===== src/rtl/demux_pkg.sv =====
// Shared constants and helpers for the 1-to-N buffered demultiplexer.
//   DEF_*          default parameter values for demux_1tn_buf
//   DEF_DROP_SAT   saturation value of the drop counter at default width
//   sel_in_range   1 when a select value addresses an existing channel
package demux_pkg;

  localparam int DEF_WIDTH    = 32;
  localparam int DEF_CHANNELS = 4;
  localparam int DEF_CNT_W    = 8;

  localparam logic [DEF_CNT_W-1:0] DEF_DROP_SAT = {DEF_CNT_W{1'b1}};

  function automatic logic sel_in_range(input int unsigned sel,
                                        input int unsigned channels);
    return sel < channels;
  endfunction

endpackage


===== src/rtl/demux_slot.sv =====
// One-entry output buffer for a single demux channel.
//   clk, rst   clock, synchronous active-high reset
//   load       write d into the slot this edge (wins over a drain)
//   d          word to store
//   out_ready  consumer accepts the held word this cycle
//   out_valid  slot holds a word
//   out_data   held word; holds last value after draining
//   free       slot can take a word this edge (empty or draining now)
module demux_slot #(
  parameter int WIDTH = 32
) (
  input  logic             clk,
  input  logic             rst,
  input  logic             load,
  input  logic [WIDTH-1:0] d,
  input  logic             out_ready,
  output logic             out_valid,
  output logic [WIDTH-1:0] out_data,
  output logic             free
);

  logic             valid_q;
  logic [WIDTH-1:0] data_q;

  // A slot being drained this cycle may be refilled in the same edge,
  // which is what gives one word per cycle per channel.
  assign free      = !valid_q || out_ready;
  assign out_valid = valid_q;
  assign out_data  = data_q;

  always_ff @(posedge clk) begin
    if (rst) begin
      valid_q <= 1'b0;
      data_q  <= '0;
    end else if (load) begin
      valid_q <= 1'b1;
      data_q  <= d;
    end else if (out_ready) begin
      valid_q <= 1'b0;
    end
  end

endmodule


===== src/rtl/demux_1tn_buf.sv =====
// Registered 1-to-N demultiplexer with per-channel one-entry buffers.
//   clk, rst    clock, synchronous active-high reset
//   in_valid    producer has a word
//   in_ready    word accepted when in_valid && in_ready
//   in_sel      target channel; values >= CHANNELS are dropped
//   in_bcast    deliver to every channel (all-or-nothing), in_sel ignored
//   in_data     data word
//   out_valid   per-channel word present
//   out_ready   per-channel consumer ready
//   out_data    flattened channel data, channel i at [i*WIDTH +: WIDTH]
//   err_sel     sticky: an out-of-range select was accepted
//   drop_cnt    saturating count of dropped words
module demux_1tn_buf
  import demux_pkg::*;
#(
  parameter int WIDTH    = DEF_WIDTH,
  parameter int CHANNELS = DEF_CHANNELS,
  parameter int SEL_W    = $clog2(CHANNELS),
  parameter int CNT_W    = DEF_CNT_W
) (
  input  logic                      clk,
  input  logic                      rst,
  input  logic                      in_valid,
  output logic                      in_ready,
  input  logic [SEL_W-1:0]          in_sel,
  input  logic                      in_bcast,
  input  logic [WIDTH-1:0]          in_data,
  output logic [CHANNELS-1:0]       out_valid,
  input  logic [CHANNELS-1:0]       out_ready,
  output logic [CHANNELS*WIDTH-1:0] out_data,
  output logic                      err_sel,
  output logic [CNT_W-1:0]          drop_cnt
);

  localparam int                 SEL_N    = 1 << SEL_W;
  localparam logic [CNT_W-1:0]   DROP_SAT = {CNT_W{1'b1}};

  logic [CHANNELS-1:0]             free;
  logic [CHANNELS-1:0]             load;
  logic [CHANNELS-1:0][WIDTH-1:0]  data_arr;
  logic [SEL_N-1:0]                free_ext;
  logic                            in_range;
  logic                            accept;
  logic                            drop;

  assign in_range = sel_in_range(int'(in_sel), CHANNELS);

  // Zero-extend free to the full select range so indexing by in_sel is
  // always in bounds; out-of-range entries are never consulted.
  always_comb begin
    free_ext                 = '0;
    free_ext[CHANNELS-1:0]   = free;
  end

  always_comb begin
    in_ready = 1'b1;
    if (in_bcast)      in_ready = &free;
    else if (in_range) in_ready = free_ext[in_sel];
  end

  assign accept = in_valid && in_ready;
  assign drop   = accept && !in_bcast && !in_range;

  genvar gi;
  generate
    for (gi = 0; gi < CHANNELS; gi++) begin : g_slot
      assign load[gi] = accept && (in_bcast || (in_range && in_sel == SEL_W'(gi)));

      demux_slot #(.WIDTH(WIDTH)) u_slot (
        .clk       (clk),
        .rst       (rst),
        .load      (load[gi]),
        .d         (in_data),
        .out_ready (out_ready[gi]),
        .out_valid (out_valid[gi]),
        .out_data  (data_arr[gi]),
        .free      (free[gi])
      );
    end
  endgenerate

  assign out_data = data_arr;

  always_ff @(posedge clk) begin
    if (rst) begin
      err_sel  <= 1'b0;
      drop_cnt <= '0;
    end else if (drop) begin
      err_sel <= 1'b1;
      if (drop_cnt != DROP_SAT) drop_cnt <= drop_cnt + 1'b1;
    end
  end

endmodule


===== config.mk =====
export PLATFORM = sky130hd
export DESIGN_NAME = demux_1tn_buf
export DESIGN_NICKNAME = d
export VERILOG_FILES = /design/src/rtl/demux_pkg.sv /design/src/rtl/demux_slot.sv /design/src/rtl/demux_1tn_buf.sv
export SDC_FILE = /design/constraint.sdc
export NUM_CORES = 1
export LEC_CHECK = 0
export ABC_AREA = 1
export BUFFER_PORTS_ARGS = -buffer_cell sky130_fd_sc_hd__buf_2
export CAP_MARGIN = 20
export CORE_MARGIN = 2
export CORE_UTILIZATION = 45
export CTS_BUF_LIST = sky130_fd_sc_hd__clkbuf_4 sky130_fd_sc_hd__clkbuf_8
export DETAILED_ROUTE_END_ITERATION = 16
export PLACE_DENSITY = 0.84
export SLEW_MARGIN = 0
export SYNTH_ARGS = -nofsm -noshare
export SYNTH_HDL_FRONTEND = slang
export SYNTH_SLANG_ARGS = --single-unit

===== constraint.sdc =====
create_clock -name clk -period 1.8 [get_ports clk]
set_input_delay 0.36 -clock clk [delete_from_list [all_inputs] [get_ports clk]]
set_output_delay 0.36 -clock clk [all_outputs]
set_load 0.02 [all_outputs]

**Word level (Yosys, flattened, before mapping)**

Cells that the tools add are included.
Widths: inputs -> output; s select.

- Memory bits (read-only): 0
- Memory bits (writable): 0
- Memories: 0
- Input port bits: 42
- Latch bits: 0
- Output and inout port bits: 142
- Logic and storage cells: 46
- Register bits after elaboration: 132

- Shifts and indexed selects: 0
- Reductions and logical operators: 23
- Div/mod/pow operators: 0
- $mul: 0
- Mux-type cells: 11
- Bitwise logic cells: 0
- Add/sub/neg operators: 0
- Magnitude comparators: 1
- Equal/unequal tests: 3

Operator list:

| kind | count |
|---|---|
| $mux 1 | 10 |
| $logic_or 1x1->1 | 8 |
| $reduce_bool 2->1 | 4 |
| $logic_and 1x1->1 | 5 |
| $eq 2x2->1 const B | 2 |
| $logic_not 1->1 | 4 |
| $reduce_and 4->1 | 1 |
| $lt 2x3->1 const B | 1 |
| $bmux 1 s2 | 1 |
| $eq 2x1->1 const B | 1 |
| $logic_not 2->1 | 1 |

**Logic depth before layout (Yosys ltp)**

- Depth after elaboration: 8
- Gate-level depth with buffers: 11
- Depth with buffers taken out: 10

**Hierarchy**

Synthesis repeated with hierarchy kept, for this count alone.

- Cells, all modules: 608
- Area total of the unflattened synthesis: 4804.6 um^2

By module, submodules not included:

| module | cells an instance | instances | area each (um^2) | sequential area each (um^2) |
|---|---|---|---|---|
| demux_slot | 143 | 4 | 1152.4 | 660.6 |
| demux_1tn_buf | 36 | 1 | 195.2 | 0.0 |

**Least setup slack after synthesis**

Ideal clock, no wire load.

- Path kind: input-to-reg
- Start: input port in_bcast
- End: register g_slot[0].u_slot.data_q[15]
- Data arrival time: 1277 ps
- Stages: 10
- Buffers on the path: 2
- Library setup time: 113 ps
- Path slack: 410 ps
- Required time: 1687 ps
- Path through: inv_2 o21ai_2 nand2_1 nand2_2 nor2_2 buf_4 buf_2 nand4_1 nand2_1 nor2_1

- Longest elaborated chain between the ends: 3

RTL lines:

| element | line | source |
|---|---|---|
| start, declared | demux_1tn_buf.sv:26 | `input logic in_bcast,` |
| $mux 1 | demux_1tn_buf.sv:57 | `if (in_bcast) in_ready = &free;` |
| $logic_and 1x1->1 | demux_1tn_buf.sv:61 | `assign accept = in_valid && in_ready;` |
| $logic_and 1x1->1 * | demux_1tn_buf.sv:67 | `assign load[gi] = accept && (in_bcast \|\| (in_range && in_sel == SEL_W'(gi)));` |
| end signal, assigned | demux_slot.sv:34 | `data_q <= '0;` |
| end signal, assigned | demux_slot.sv:37 | `data_q <= d;` |
| end, declared | demux_slot.sv:23 | `logic [WIDTH-1:0] data_q;` |

Every way passes the cells marked *; elsewhere a longest branch is shown, timed or not.
A chain may end at the register's enable or synchronous reset.

**Worst setup path in the final report**

- Start: register g_slot[2].u_slot.valid_q
- End: output port in_ready

- Longest elaborated chain between the ends: 5

RTL lines:

| element | line | source |
|---|---|---|
| start, declared | demux_slot.sv:22 | `logic valid_q;` |
| start signal, assigned | demux_slot.sv:33 | `valid_q <= 1'b0;` |
| start signal, assigned | demux_slot.sv:36 | `valid_q <= 1'b1;` |
| start signal, assigned | demux_slot.sv:39 | `valid_q <= 1'b0;` |
| $logic_not 1->1 * | demux_slot.sv:27 | `assign free = !valid_q \|\| out_ready;` |
| $logic_or 1x1->1 * | demux_slot.sv:27 |  |
| $bmux 1 s2 | demux_1tn_buf.sv:58 | `else if (in_range) in_ready = free_ext[in_sel];` |
| $mux 1 (implied by the code) | demux_1tn_buf.sv:58 |  |
| $mux 1 * | demux_1tn_buf.sv:57 |  |
| end, declared | demux_1tn_buf.sv:24 | `output logic in_ready,` |

Every way passes the cells marked *; elsewhere a longest branch is shown, timed or not. The select of a mux whose other input is x is not followed.

==> results.txt <==
----------------------------------------------------
[Detailed routing]
  Routed via count divided by cell count ... 4.998
  Total wirelength of the detailed-routed design ... 15410 um
  Residual antenna-violating net count after detailed routing ... 0
  Post-route DRC violation count ... 0
  Via count of the routed design ... 5713
  Detailed-route wire length per cell ... 13.48 um
  Router iterations before antenna repair ... 5
  Starting DRT DRC Count ... 404

[Die]
  Row count ... 41
  Initial standard-cell utilization of the core ... 0.4629
  Area enclosed by the die boundary ... 0.01396 mm^2
  I/O pin count ... 184
  Core area ... 0.01267 mm^2
  Die width ... 118.2 um
  Vert. Die Dim ... 118.2 um

[Synthesis]
  Post-synthesis cell area ... 0.005866 mm^2
  Cells after Synth ... 814
  Number of synthesized register bits ... 132
  Seq/Total Area, Yosys ... 0.4505
  Ys Warns ... 0
  Number of distinct library cells after synthesis ... 18
  Synthesized area per cell ... 7.206 um^2

[Setup path]
  Library cell appearing most often on the critical path ... nor2_1
  Reg-to-reg startpoint ... g_slot[2].u_slot.out_valid
  Maximum fanout along the worst path ... 3
  Critical Path AT ... 1.40 ns
  List of cells traversed by the critical path ... nand2_2 -> nor2_1 -> nor2_1 -> nand2_1 -> nor2_4 -> buf_6
  Worst Path Class, Setup ... flip-flop to primary output
  Delay of the slowest cell on the worst path ... 0.33 ns
  FF-to-FF path depth ... 10
  Cell with the largest stage delay on the worst path ... dfxtp_2
  Sort of element at the start of the critical path ... flip-flop
  Reg-to-reg endpoint ... g_slot[1].u_slot.out_data[21]
  Worst Setup End Kind ... primary output
  Data required time of the critical path ... 1.44 ns
  Register-to-Register Setup Slack ... 0.18 ns

[Hold path]
  Worst Hold Path EP ... g_slot[2].u_slot.out_valid
  Hold Path Depth ... 2
  Hold Crit Class ... input port to flip-flop
  Hold path startpoint ... rst

[Clock tree]
  Number of buffers added by the clock tree synthesis step ... 17
  Maximum clock insertion buffer count ... 2
  CTS HTree Levels ... 4
  Clock Latency Late Sink ... 0.44 ns
  TritonCTS clock tree ... yes
  Root buffer cell ... clkbuf_8
  # hold bufs at CTS ... 0
  Reg clk slew, reported paths ... 0.07 ns
  Total number of clock tree sinks ... 132

[GRT]
  All-layer global routing usage ... 0.2216
  Wire length of the first global-routing pass ... 24990 um
  Antenna violations before repair ... 0
  Overflow left after global routing ... 0
  Pin count of the biggest net entering global routing ... 70
  Via count of the first global-routing pass ... 5088

[STA]
  Worst Clk Skew ... 0.004958 ns
  Maximum clock rate ... 0.5693 GHz
  Final slew viol count ... 0
  RSZ-0062 raised after global routing ... false
  Fin. Hold Viols ... 0
  Period Utilization, post-route ... 0.9759
  Sum of negative setup slack ... 0 ns
  Setup violations, final ... 0
  Final critical-path required period ... 1.757 ns

[Run]
  Reported max-cap violation count ... 0

[Final layout]
  Number of filler cells placed in the layout ... 1189
  Flip-flop and latch area ... 0.002644 mm^2
  Fraction of layout cells with a size suffix above 1 ... 0.2760
  Most frequent standard cell in the layout excluding fill and tap cells ... nor2_1
  Commonest cells after routing, fill and taps aside ... nor2_1, buf_2, nand2_1
  Final std cell area, no fill ... 0.007213 mm^2
  Share of the core filled with cells ... 0.5693
  Area growth syn-to-layout ... 22.97%
  Antenna diode instance count ... 0
  Area of combinational cells with multiple inputs ... 0.002569 mm^2
  Number of nets in the final layout ... 1003

[Pwr]
  Power Total ... 0.007452 W
  PD cells ... 1033 mW/mm^2
  Peak supply drop ... 0.0005654 V
  Leakage power summed over all cells ... 3.709 nW

[Placement]
  Buffers added on ports ... 174
  Area post-placement ... 0.006833 mm^2
  Global placer's final weighted congestion ... 0.8025
  Placed wire-length estimate after detailed placement ... 10370 um

[Outcome]
  Status ... completed

----------------------------------------------------
-- cell families (layout without fill, tap and decap cells) --
logic type	count (synthesis)	count (layout)	share of synthesized area
flip-flops	132	132	0.4505
AO/OA/AOI/OAI	1	1	0.001493
other	1	9	0.0006393
buffers and inverters	128	277	0.1201
AND/OR/NAND/NOR	552	552	0.4273
-- synthesized netlist by cell type (all sizes together) --
cell,instances,area (um^2)
o21ai,1,8.760
dfxtp,132,2643
conb,1,3.750
nor2,280,1136
nand3,1,17.52
clkbuf,12,45.04
nand4,128,800.8
inv,49,183.9
buf,67,475.5
nand2,143,551.8
-- stage by stage --
stage	setup WS, ns	std cells	hold slack (ns)
after detailed placement	0.03837	1113	0.4665
after global placement	0.06635	1113	0.4567
after global routing	0.003496	1143	0.1444
final	0.04342	1143	0.1492
after CTS	0.001676	1143	0.1279
after floorplan	0.4105	822	0.4324
-- area by class of cell --
class,instances,share of cell area
Clock buffer,24,0.04232
Clock inverter,5,0.007285
Inverter,49,0.02567
Multi-Input combinational cell,562,0.3561
Sequential cell,132,0.3665
Tap cell,172,0.02984
Timing Repair Buffer,199,0.1722
-- per-layer routing --
metal	share of wire	wire, um	global-route usage	vias to the layer above
li1	-	-	-	2888
met1	0.43	6586	0.2711	2590
met2	0.48	7423	0.3649	211
met3	0.075	1153	0.05985	24
met4	0.016	245	0.09714	0
met5	0	0	0	-
-- state kept, by name (all words and copies together), names as in the netlist --
| register | flops |
|---|---|
| g_slot.u_slot.out_data | 128 |
| g_slot.u_slot.out_valid | 4 |
-- critical path: cells and delay by family (launching register included) --
family	cells	cell delay [ns]
AND/OR/NAND/NOR	5	0.48
buffers and inverters	1	0.14
flip-flops	1	0.33
-- report_power, final --
group	switching, W	leakage [nW]	internal (W)
clock	0.00106	0.188	0.00123
combinational	0.00118	2.43	0.000629
sequential	0.000151	1.09	0.00320
total	0.00239	3.71	0.00506
-- how the worst max path moves through the flow --
stage,from,endpoint,cells after the start
finish,g_slot[2].u_slot.out_valid,in_ready,6
global route,g_slot[3].u_slot.out_valid,in_ready,6
CTS,g_slot[3].u_slot.out_valid,in_ready,6
detailed placement,in_sel[0],g_slot[1].u_slot.out_data[21],11
global placement,in_sel[0],in_ready,8
floorplan,in_bcast,g_slot[0].u_slot.out_data[15],10
-- repair_timing --
| action | CTS | global route |
|---|---|---|
| buffers inserted | 1 | 0 |
| setup endpoints to repair | 1 | 1 |
| hold endpoints to repair | 0 | 0 |
| pin swaps | 2 | 4 |
| gates resized for setup | 2 | 4 |
(Power assumes the default switching activity.)
